--- config.mk ---
export PLATFORM = sky130hd
export DESIGN_NAME = mem_arbiter
export DESIGN_NICKNAME = d
export VERILOG_FILES = /design/src/rtl/mem_arbiter_pkg.sv /design/src/rtl/mem_beat_seq.sv /design/src/rtl/mem_arbiter.sv
export SDC_FILE = /design/constraint.sdc
export NUM_CORES = 1
export LEC_CHECK = 0
export CAP_MARGIN = 20
export CORE_MARGIN = 5
export CORE_UTILIZATION = 46
export DETAILED_ROUTE_END_ITERATION = 6
export PLACE_DENSITY_LB_ADDON = 0.05
export SLEW_MARGIN = 20
export SYNTH_ARGS = -nofsm -noshare
export SYNTH_HDL_FRONTEND = slang
export SYNTH_HIERARCHICAL = 1
export SYNTH_SLANG_ARGS = --single-unit
--- constraint.sdc ---
create_clock -name clk_in -period 2.9 [get_ports clk_in]
set_input_delay 0.435 -clock clk_in [delete_from_list [all_inputs] [get_ports clk_in]]
set_output_delay 0.435 -clock clk_in [all_outputs]
set_load 0.01 [all_outputs]
--- src/rtl/mem_arbiter_pkg.sv ---
// Shared definitions for the memory-port arbiter.
//   state_t      : arbiter FSM states
//   lsb_size_t   : load/store access size codes
//   req_id_t     : requester identity, used to remember the last grant
//   IO_UART_ADDR : UART data register; stores to it stall while the UART buffer is full
//   size_bytes() : access size code -> byte count (code 3 behaves as a word)
package mem_arbiter_pkg;

    typedef enum logic [2:0] {
        ST_IDLE,
        ST_IF_RD,
        ST_LSB_RD,
        ST_LSB_WR,
        ST_DONE
    } state_t;

    typedef enum logic [1:0] {
        SIZE_B   = 2'd0,
        SIZE_H   = 2'd1,
        SIZE_W   = 2'd2,
        SIZE_BAD = 2'd3
    } lsb_size_t;

    typedef enum logic {
        REQ_IF  = 1'b0,
        REQ_LSB = 1'b1
    } req_id_t;

    localparam logic [31:0] IO_UART_ADDR = 32'h0003_0000;

    function automatic logic [2:0] size_bytes(input logic [1:0] size);
        case (lsb_size_t'(size))
            SIZE_B:  return 3'd1;
            SIZE_H:  return 3'd2;
            default: return 3'd4;
        endcase
    endfunction

endpackage

--- src/rtl/mem_beat_seq.sv ---
// Byte-beat sequencer for the single byte-serial RAM port.
// Owns the RAM address register, the beat counter and the read-capture shift
// register. A transaction is loaded with start; each step advances one beat.
//   clk_in, rst_in   : clock, synchronous active-high reset
//   en               : global enable; low freezes everything
//   start            : load start_addr / start_count, clear beat and line
//   step             : advance one beat (asserted while a transfer is active)
//   rd_mode          : current transfer is a read, so capture mem_din
//   mem_din          : RAM read byte
//   addr             : RAM address (drives mem_a)
//   count            : bytes in the current transfer
//   next_idx         : index of the byte to drive on the next write beat
//   rd_final         : this edge captures the last read byte
//   wr_final         : the last write byte is on the bus this cycle
//   line_nxt         : shift register value including the byte on mem_din now
module mem_beat_seq #(
    parameter int LINE_BYTES = 16,
    parameter int CNT_W      = 5
) (
    input  logic                    clk_in,
    input  logic                    rst_in,
    input  logic                    en,
    input  logic                    start,
    input  logic [31:0]             start_addr,
    input  logic [CNT_W-1:0]        start_count,
    input  logic                    step,
    input  logic                    rd_mode,
    input  logic [7:0]              mem_din,
    output logic [31:0]             addr,
    output logic [CNT_W-1:0]        count,
    output logic [1:0]              next_idx,
    output logic                    rd_final,
    output logic                    wr_final,
    output logic [8*LINE_BYTES-1:0] line_nxt
);

    localparam logic [CNT_W-1:0] ONE = CNT_W'(1);

    logic [CNT_W-1:0]        beat;
    logic [8*LINE_BYTES-1:0] line;

    // Bytes shift in from the top, so after N captures byte 0 sits lowest
    // among the N most-significant bytes.
    assign line_nxt = {mem_din, line[8*LINE_BYTES-1:8]};

    // The RAM answers one cycle after it sees an address, so a read needs
    // one beat more than it has bytes; a write finishes on its last byte.
    assign rd_final = (beat == count);
    assign wr_final = (beat == count - ONE);
    assign next_idx = beat[1:0] + 2'd1;

    // NOTE: sequential state is updated only with non-blocking (<=) so every
    // register sees the pre-edge value of every other register.
    always_ff @(posedge clk_in) begin
        if (rst_in) begin
            addr  <= '0;
            beat  <= '0;
            count <= '0;
            line  <= '0;
        end else if (en) begin
            if (start) begin
                addr  <= start_addr;
                beat  <= '0;
                count <= start_count;
                line  <= '0;
            end else if (step) begin
                beat <= beat + ONE;
                if (beat + ONE < count) begin
                    addr <= addr + 32'd1;
                end
                // Beat 0 has no data yet: the RAM is still reading byte 0.
                if (rd_mode && beat != '0) begin
                    line <= line_nxt;
                end
            end
        end
    end

endmodule

--- src/rtl/mem_arbiter.sv ---
// Arbiter for the single byte-serial RAM port, shared by the instruction-fetch
// line refill (read only, LINE_BYTES bytes) and the load/store buffer
// (1/2/4-byte load or store). Ties alternate; the IF side wins the first one.
//   clk_in, rst_in, rdy_in : clock, synchronous active-high reset, global enable
//   clear                  : pipeline flush; aborts reads, never stores
//   io_buffer_full         : UART full; stalls LSB accesses to IO_UART_ADDR
//   if_req/if_addr         : line refill request (held until if_done)
//   if_done/if_data        : one-cycle done pulse and the assembled line
//   lsb_req/wr/size/addr/wdata : load/store request (held until lsb_done)
//   lsb_done/lsb_rdata     : one-cycle done pulse and zero-extended load data
//   mem_din/mem_dout/mem_a/mem_wr : RAM port
module mem_arbiter
    import mem_arbiter_pkg::*;
#(
    parameter int LINE_BYTES = 16,
    parameter int LINE_WIDTH = 4
) (
    input  logic                    clk_in,
    input  logic                    rst_in,
    input  logic                    rdy_in,
    input  logic                    clear,
    input  logic                    io_buffer_full,
    input  logic                    if_req,
    input  logic [31:0]             if_addr,
    output logic                    if_done,
    output logic [8*LINE_BYTES-1:0] if_data,
    input  logic                    lsb_req,
    input  logic                    lsb_wr,
    input  logic [1:0]              lsb_size,
    input  logic [31:0]             lsb_addr,
    input  logic [31:0]             lsb_wdata,
    output logic                    lsb_done,
    output logic [31:0]             lsb_rdata,
    input  logic [7:0]              mem_din,
    output logic [7:0]              mem_dout,
    output logic [31:0]             mem_a,
    output logic                    mem_wr
);

    localparam int CNT_W = LINE_WIDTH + 1;

    state_t  state, state_nxt;
    req_id_t last_grant;

    logic                    lsb_ok;
    logic                    grant_if, grant_lsb;
    logic                    seq_start, seq_step, finish;
    logic [31:0]             start_addr;
    logic [CNT_W-1:0]        start_count;
    logic [CNT_W-1:0]        count;
    logic [1:0]              next_idx;
    logic                    rd_final, wr_final;
    logic                    rd_mode;
    logic [8*LINE_BYTES-1:0] line_nxt;
    logic [31:0]             top_word, lsb_word;
    logic                    if_done_r, lsb_done_r, done_rd;

    assign lsb_ok  = lsb_req && !(io_buffer_full && lsb_addr == IO_UART_ADDR);
    assign rd_mode = (state == ST_IF_RD) || (state == ST_LSB_RD);

    mem_beat_seq #(
        .LINE_BYTES(LINE_BYTES),
        .CNT_W     (CNT_W)
    ) u_seq (
        .clk_in     (clk_in),
        .rst_in     (rst_in),
        .en         (rdy_in),
        .start      (seq_start),
        .start_addr (start_addr),
        .start_count(start_count),
        .step       (seq_step),
        .rd_mode    (rd_mode),
        .mem_din    (mem_din),
        .addr       (mem_a),
        .count      (count),
        .next_idx   (next_idx),
        .rd_final   (rd_final),
        .wr_final   (wr_final),
        .line_nxt   (line_nxt)
    );

    always_ff @(posedge clk_in) begin
        if (rst_in) begin
            state <= ST_IDLE;
        end else if (rdy_in) begin
            state <= state_nxt;
        end
    end

    // NOTE: every signal written here gets a default first, so no path
    // leaves one unassigned and no latch is inferred.
    always_comb begin
        state_nxt   = state;
        grant_if    = 1'b0;
        grant_lsb   = 1'b0;
        seq_start   = 1'b0;
        seq_step    = 1'b0;
        finish      = 1'b0;
        start_addr  = if_addr;
        start_count = CNT_W'(LINE_BYTES);
        case (state)
            ST_IDLE: begin
                if (if_req && (!lsb_ok || last_grant == REQ_LSB)) begin
                    grant_if  = 1'b1;
                    seq_start = 1'b1;
                    state_nxt = ST_IF_RD;
                end else if (lsb_ok) begin
                    grant_lsb   = 1'b1;
                    seq_start   = 1'b1;
                    start_addr  = lsb_addr;
                    start_count = CNT_W'(size_bytes(lsb_size));
                    state_nxt   = lsb_wr ? ST_LSB_WR : ST_LSB_RD;
                end
            end
            ST_IF_RD, ST_LSB_RD: begin
                if (clear) begin
                    state_nxt = ST_IDLE;
                end else begin
                    seq_step = 1'b1;
                    if (rd_final) begin
                        finish    = 1'b1;
                        state_nxt = ST_DONE;
                    end
                end
            end
            // Committed stores run to completion regardless of clear.
            ST_LSB_WR: begin
                seq_step = 1'b1;
                if (wr_final) begin
                    finish    = 1'b1;
                    state_nxt = ST_DONE;
                end
            end
            ST_DONE: state_nxt = ST_IDLE;
            default: state_nxt = ST_IDLE;
        endcase
    end

    // Load data: the N bytes just assembled are the top N bytes of the line;
    // move them to the bottom and zero the rest.
    always_comb begin
        top_word = line_nxt[8*LINE_BYTES-1 -: 32];
        lsb_word = top_word;
        if (count == CNT_W'(1)) begin
            lsb_word = {24'd0, top_word[31:24]};
        end else if (count == CNT_W'(2)) begin
            lsb_word = {16'd0, top_word[31:16]};
        end
    end

    always_ff @(posedge clk_in) begin
        if (rst_in) begin
            last_grant <= REQ_LSB;
            mem_wr     <= 1'b0;
            mem_dout   <= 8'd0;
            if_done_r  <= 1'b0;
            lsb_done_r <= 1'b0;
            done_rd    <= 1'b0;
            if_data    <= '0;
            lsb_rdata  <= 32'd0;
        end else if (rdy_in) begin
            if_done_r  <= 1'b0;
            lsb_done_r <= 1'b0;
            if (grant_if) begin
                last_grant <= REQ_IF;
            end
            if (grant_lsb) begin
                last_grant <= REQ_LSB;
                if (lsb_wr) begin
                    mem_wr   <= 1'b1;
                    mem_dout <= lsb_wdata[7:0];
                end
            end
            if (state == ST_LSB_WR) begin
                if (wr_final) begin
                    mem_wr <= 1'b0;
                end else begin
                    mem_dout <= lsb_wdata[{next_idx, 3'b000} +: 8];
                end
            end
            if (finish) begin
                done_rd <= (state != ST_LSB_WR);
                if (state == ST_IF_RD) begin
                    if_done_r <= 1'b1;
                    if_data   <= line_nxt;
                end else begin
                    lsb_done_r <= 1'b1;
                    if (state == ST_LSB_RD) begin
                        lsb_rdata <= lsb_word;
                    end
                end
            end
        end
    end

    // A flush arriving in the DONE cycle of a read cancels the pending pulse;
    // a store's done is never cancelled. if_done only ever comes from a read.
    assign if_done  = if_done_r && !(clear && rdy_in);
    assign lsb_done = lsb_done_r && !(clear && rdy_in && done_rd);

endmodule
Yosys cells after proc, flatten, opt, wreduce, memory -nomap -nowiden
Cells that the tools add are included.

Output and inout port bits: 203. Logic and storage cells: 115. Register bits: 346.

Add/subtract/negate cells: 4. Order comparisons: 1. Bitwise gates (word level): 1. Shifts and indexed selects: 1. Equality and inequality tests: 13. Reductions and logical operators: 31. Mux-type cells: 51.

Operators by type and width (count): 128-bit two-way mux (3); 32-bit two-way mux (8); 32-bit by 1-bit adder with 32-bit output, second input constant (1); 32-bit by 18-bit equality test with 1-bit output, second input constant (1); 8-bit two-way mux (4); 32-bit by 6-bit indexed part select with 8-bit output (1); 5-bit two-way mux (5); 1-bit two-way mux (22); 3-bit two-way mux (5); 5-bit equality test (2); 3-bit case mux with 3 select lines (1); 3-bit AND reduction (3); 1-bit logical AND (8); 2-bit AND reduction (4); 4-bit AND reduction (2); 2-bit nonzero test (4); 3-bit by 2-bit equality test with 1-bit output, second input constant (2); 3-bit != test, second input constant (2); 3-bit case mux with 2 select lines (1); 5-bit by 1-bit adder with 5-bit output, second input constant (1); 5-bit by 1-bit equality test with 1-bit output, second input constant (1); 5-bit by 2-bit equality test with 1-bit output, second input constant (1); 5-bit < comparator (1); 5-bit nonzero test (1); 13 further kinds (18).

Longest topological paths before layout
Depth in word-level cells: 12. Depth in mapped cells: 15.

Cells and area by module
The synthesis kept the hierarchy.

By module, submodules not included: mem_arbiter (cells each 893, times used 1, area an instance 7587.3 µm², seq. area each 3523.4 µm²); mem_beat_seq (cells each 785, times used 1, area an instance 6925.4 µm², seq. area each 3243.1 µm²).

Least setup slack after synthesis
OpenSTA, ideal clock, no wires.

Kind: in2reg. Start point: in io_buffer_full. End point: reg u_seq.line[10]. Setup slack: -0.154 ns. Arrival: 2.927 ns. Setup time: 0.128 ns. Buffers on the path: 5. Stages on the path: 15. Required time: 2.772 ns. Path through: nor4b_1 and3_1 and3_1 clkbuf_1 nand2b_1 a2111oi_0 buf_2 inv_2 and3_1 clkbuf_1 and3_1 clkbuf_1 buf_2 a22oi_1 nor2_1.

Longest elaborated chain between the ends: 10.

RTL lines: from (decl) (line mem_arbiter.sv:22) `input logic io_buffer_full,`; 1-bit logical AND * (line mem_arbiter.sv:58) `assign lsb_ok = lsb_req && !(io_buffer_full && lsb_addr == IO_UART_ADDR);`; 1-bit logical NOT * (line mem_arbiter.sv:58); 1-bit logical AND * (line mem_arbiter.sv:58); 1-bit logical NOT (line mem_arbiter.sv:103) `if (if_req && (!lsb_ok || last_grant == REQ_LSB)) begin`; 1-bit logical OR (line mem_arbiter.sv:103); 1-bit logical AND (line mem_arbiter.sv:103); 1-bit two-way mux * (line mem_arbiter.sv:103); 1-bit two-way mux * (line mem_arbiter.sv:101) `case (state)`; via seq_start (line mem_arbiter.sv:47) `logic seq_start, seq_step, finish;`; 2-bit nonzero test (no source line); 3-bit AND reduction (no source line); to (signal assigned) (line mem_beat_seq.sv:73) `line <= line_nxt;`; to (decl) (line mem_beat_seq.sv:40) `logic [8*LINE_BYTES-1:0] line;`.

Mark *: on every way through the listed nets, which the timed path passes. The rest lies on a longest branch. A chain may end at the register's enable or synchronous reset.

Final worst setup path
Start point: in lsb_addr[8]. End point: reg u_seq.line[76].

Longest elaborated chain between the ends: 11.

RTL lines: from (decl) (line mem_arbiter.sv:30) `input logic [31:0] lsb_addr,`; 32-bit by 18-bit equality test with 1-bit output * (line mem_arbiter.sv:58); 1-bit logical AND * (line mem_arbiter.sv:58); 1-bit logical NOT * (line mem_arbiter.sv:58); 1-bit logical AND * (line mem_arbiter.sv:58); 1-bit logical NOT (line mem_arbiter.sv:103); 1-bit logical OR (line mem_arbiter.sv:103); 1-bit logical AND (line mem_arbiter.sv:103); 1-bit two-way mux * (line mem_arbiter.sv:103); 1-bit two-way mux * (line mem_arbiter.sv:101); via seq_start (line mem_arbiter.sv:47); 2-bit nonzero test (no source line); 3-bit AND reduction (no source line).

Marks and branches as above.

==> flow_metrics.py <==
metrics = {
    "synth": {
        "synth.top_cells.by_area": "dfxtp_1 (47%), nand2_1 (8.5%), a22oi_1 (7.9%)",
        "synthFlopType": "dfxtp_1",
        "ys_seq_area_share_pct": 46.62,
        "synthCells": 1678,
        "synth_cell_type_count": 72,
        "syn_area_um2": 14510,
        "ys_warn_count": 6,
        "synth-edff-count": 0,
        "synth-seq-cells": 338,
        "synth_nets": 1801,
        "avgSynthCellArea_um2": 8.649,
        "netlist.area_leader.share_pct": 46.62,
        "synthArstFlopShare_pct": 0,
        "yosysTopAreaCell": "dfxtp_1",
    },
    "min_path": {
        "min_path_type": "primary input to flip-flop",
        "holdPathStages": 2,
    },
    "power": {
        "total_power_uw": 10630,
        "vdd.ir_drop.worst_v": 0.0003669,
        "leakage_uw": 0.006793,
        "p_per_area_nw_per_um2": 551.2,
    },
    "critical_path": {
        "reg2regPathDepth": 10,
        "critPathLaunchType": "primary input",
        "crit_type": "primary input to flip-flop",
        "crit_cells": 12,
        "path_buf_inv": 4,
        "crit_fanout": 61,
        "crit_chain": "clkdlybuf4s50_1 > nor4_1 > and4_1 > and3_1 > nand2b_4 > a2111oi_4 > buf_4 > buf_4 > o21ai_4 > buf_12 > a22oi_1 > nor2_1",
        "crit_arrival_ns": 3.13,
        "slowest_stage": "clkdlybuf4s50_1",
        "worstPathRequired_ns": 3.34,
        "cpMostUsedCell": "buf_4",
        "slowest_delay_ns": 0.42,
        "critPathCaptureType": "flip-flop",
        "crit_family": "simple AND/OR/NAND/NOR gates",
    },
    "routing": {
        "drtIter0Drc": 1121,
        "wire_per_inst_um": 18.08,
        "drcViolationCount": 0,
        "viasPerCell": 5.549,
        "ant_nets": 0,
        "finalWirelength_um": 43110,
        "vias": 13228,
        "first_pass_iters": 5,
    },
    "sta": {
        "rsz0062_at_grt": "false",
        "clock.fmax_mhz": 370.8,
        "skew_ns": 0.02118,
        "slew_violations": 0,
        "hold_viol": 0,
        "relSlewSlack_pct": 39.49,
        "fin_crit_ns": 2.697,
        "tightest_slew_ns": 0.9077,
        "whs_ns": 0.2528,
        "report.final.setup_viol": 0,
        "finalCritPeriodShare_pct": 92.99,
    },
    "die": {
        "die_h_um": 187.6,
        "dieArea_um2": 35200,
        "coreArea_um2": 31390,
        "io_pins": 317,
        "die_w_um": 187.6,
        "core.rowCount": 65,
        "start_util_pct": 46.23,
    },
    "flow_run": {
        "max-cap-violations": 0,
    },
    "layout": {
        "final_common_cell": "dfxtp_1",
        "synthToLayoutAreaGrowth_pct": 32.84,
        "final_nets": 2077,
        "fillCellCount": 2815,
        "layout-drive-gt1-share_pct": 9.899,
        "final_cell_mix": "dfxtp_1 (338), nand2_1 (327), clkdlybuf4s50_1 (315)",
    },
    "clock_network": {
        "cts_buffer_depth": 3,
        "path_clk_slew_ns": 0.06,
        "cts_tree": "yes",
        "cts.sinks": 338,
        "cts_buffers": 36,
        "cts_max_level": 2,
        "cts-root-buf": "clkbuf_16",
        "clk_latency_ns": 0.52,
    },
    "place": {
        "io_buffers": 316,
        "place_congestion": 0.8739,
        "dp_hpwl_um": 30170,
    },
    "global_routing": {
        "grt_antenna_before_repair": 2,
        "grt_overflow": 0,
        "grt_max_degree": 205,
        "grt_usage_pct": 23.47,
        "grt_pass1_wl_um": 69410,
        "grt_pass1_vias": 12791,
    },
    "run_status": {
        "outcome": "finished, final reports clean",
    },
}
## path summary, 6_finish.rpt
| kind | start | endpoint | slack [ns] |
|---|---|---|---|
| max | lsb_addr[8] | u_seq/line[76] | 0.20 |
| min | rst_in | u_seq/beat[0] | 0.25 |
| max reg2reg | u_seq/beat[1] | u_seq/addr[19] | 0.26 |
| min reg2reg | if_data[50] | if_data[50] | 0.45 |
## area by class of cell
type / count / area [um2] / share of cell area [%]
Timing Repair Buffer: 380 / 3799 / 19.70
Sequential cell: 338 / 6766 / 35.10
Inverter: 19 / 71.32 / 0.3699
Clock inverter: 15 / 182.7 / 0.9476
Multi-Input combinational cell: 1179 / 6952 / 36.06
Tap cell: 402 / 503.0 / 2.609
Clock buffer: 49 / 999.7 / 5.186
Antenna cell: 2 / 5.005 / 0.02596
## repair_timing
action / 4_1_cts / 5_1_grt
buffers inserted: 0 / 0
endpoints found under the setup margin: 0 / 3
hold buffers: 0 / 0
endpoints found under the hold margin: 0 / 0
resized for setup: 0 / 1
## worst reg2reg max path, stage by stage (launching register included)
cell and delay (ns):
dfxtp_1 0.47, ha_1 0.29, nand3_1 0.12, xnor2_1 0.23, ha_1 0.28, nand2_1 0.09, nand4b_1 0.24, o21ai_2 0.32
buf_4 0.19, nand2_1 0.13, o22ai_1 0.20
## report_power, final
group	switching, uW	total, uW	internal, uW	leakage, uW
clock	1900	4610	2710	0.000584
sequential	103	4810	4710	0.00273
combinational	625	1210	583	0.00348
## cell usage after synthesis, types with 12 or more instances
cell / instances
a211oi_1: 18
buf_2: 51
nand3_1: 25
nand2_1: 327
a22oi_1: 152
nor2_1: 185
o21ai_0: 19
nor3_1: 12
nand4_1: 13
mux2_4: 27
mux2i_1: 18
nor4_1: 12
inv_1: 17
clkbuf_1: 62
a21oi_1: 177
mux2_2: 14
dfxtp_1: 338
## state kept, by name (all words and copies together) (netlist names)
signal,cells
u_seq/addr,32
u_seq/count,5
mem_dout,8
mem_wr,1
done_rd,1
u_seq/line,120
state,3
lsb_done_r,1
if_done_r,1
u_seq/beat,5
if_data,128
lsb_rdata,32
last_grant,1
## metrics by stage
stage	setup TNS (ns)	cell area (um2)	worst slack [ns]	std cells	util, %
after floorplan	0	14560	0.02092	1678	-
after global placement	-36.21	18090	-0.2728	2318	57.62
after detailed placement	-40.80	18090	-0.3246	2318	57.62
after CTS	0	19270	0.1738	2382	61.38
after global routing	0	19280	0.02064	2384	61.41
final	0	19280	0.2034	2384	61.41
## metal layers
metal	GRT usage [%]	share of wire (%)	up-vias
met5	0	0	-
met4	7.086	2.7	0
met3	4.728	6.0	81
met2	39.31	48	410
met1	30.77	43	6270
li1	-	-	6467
## kinds of logic (layout without fill, tap and decap cells)
group | after synthesis | after routing | synth area share [%]
mux | 67 | 67 | 6.363
simple gates | 628 | 628 | 18.48
fa+ha+maj | 9 | 9 | 0.7759
compound gates | 462 | 462 | 21.13
other cells | 1 | 3 | 0.02584
flops | 338 | 338 | 46.62
buf+inv | 161 | 463 | 5.871
xor+xnor | 12 | 12 | 0.7242
Note: power is estimated with default switching activity, not from simulation.
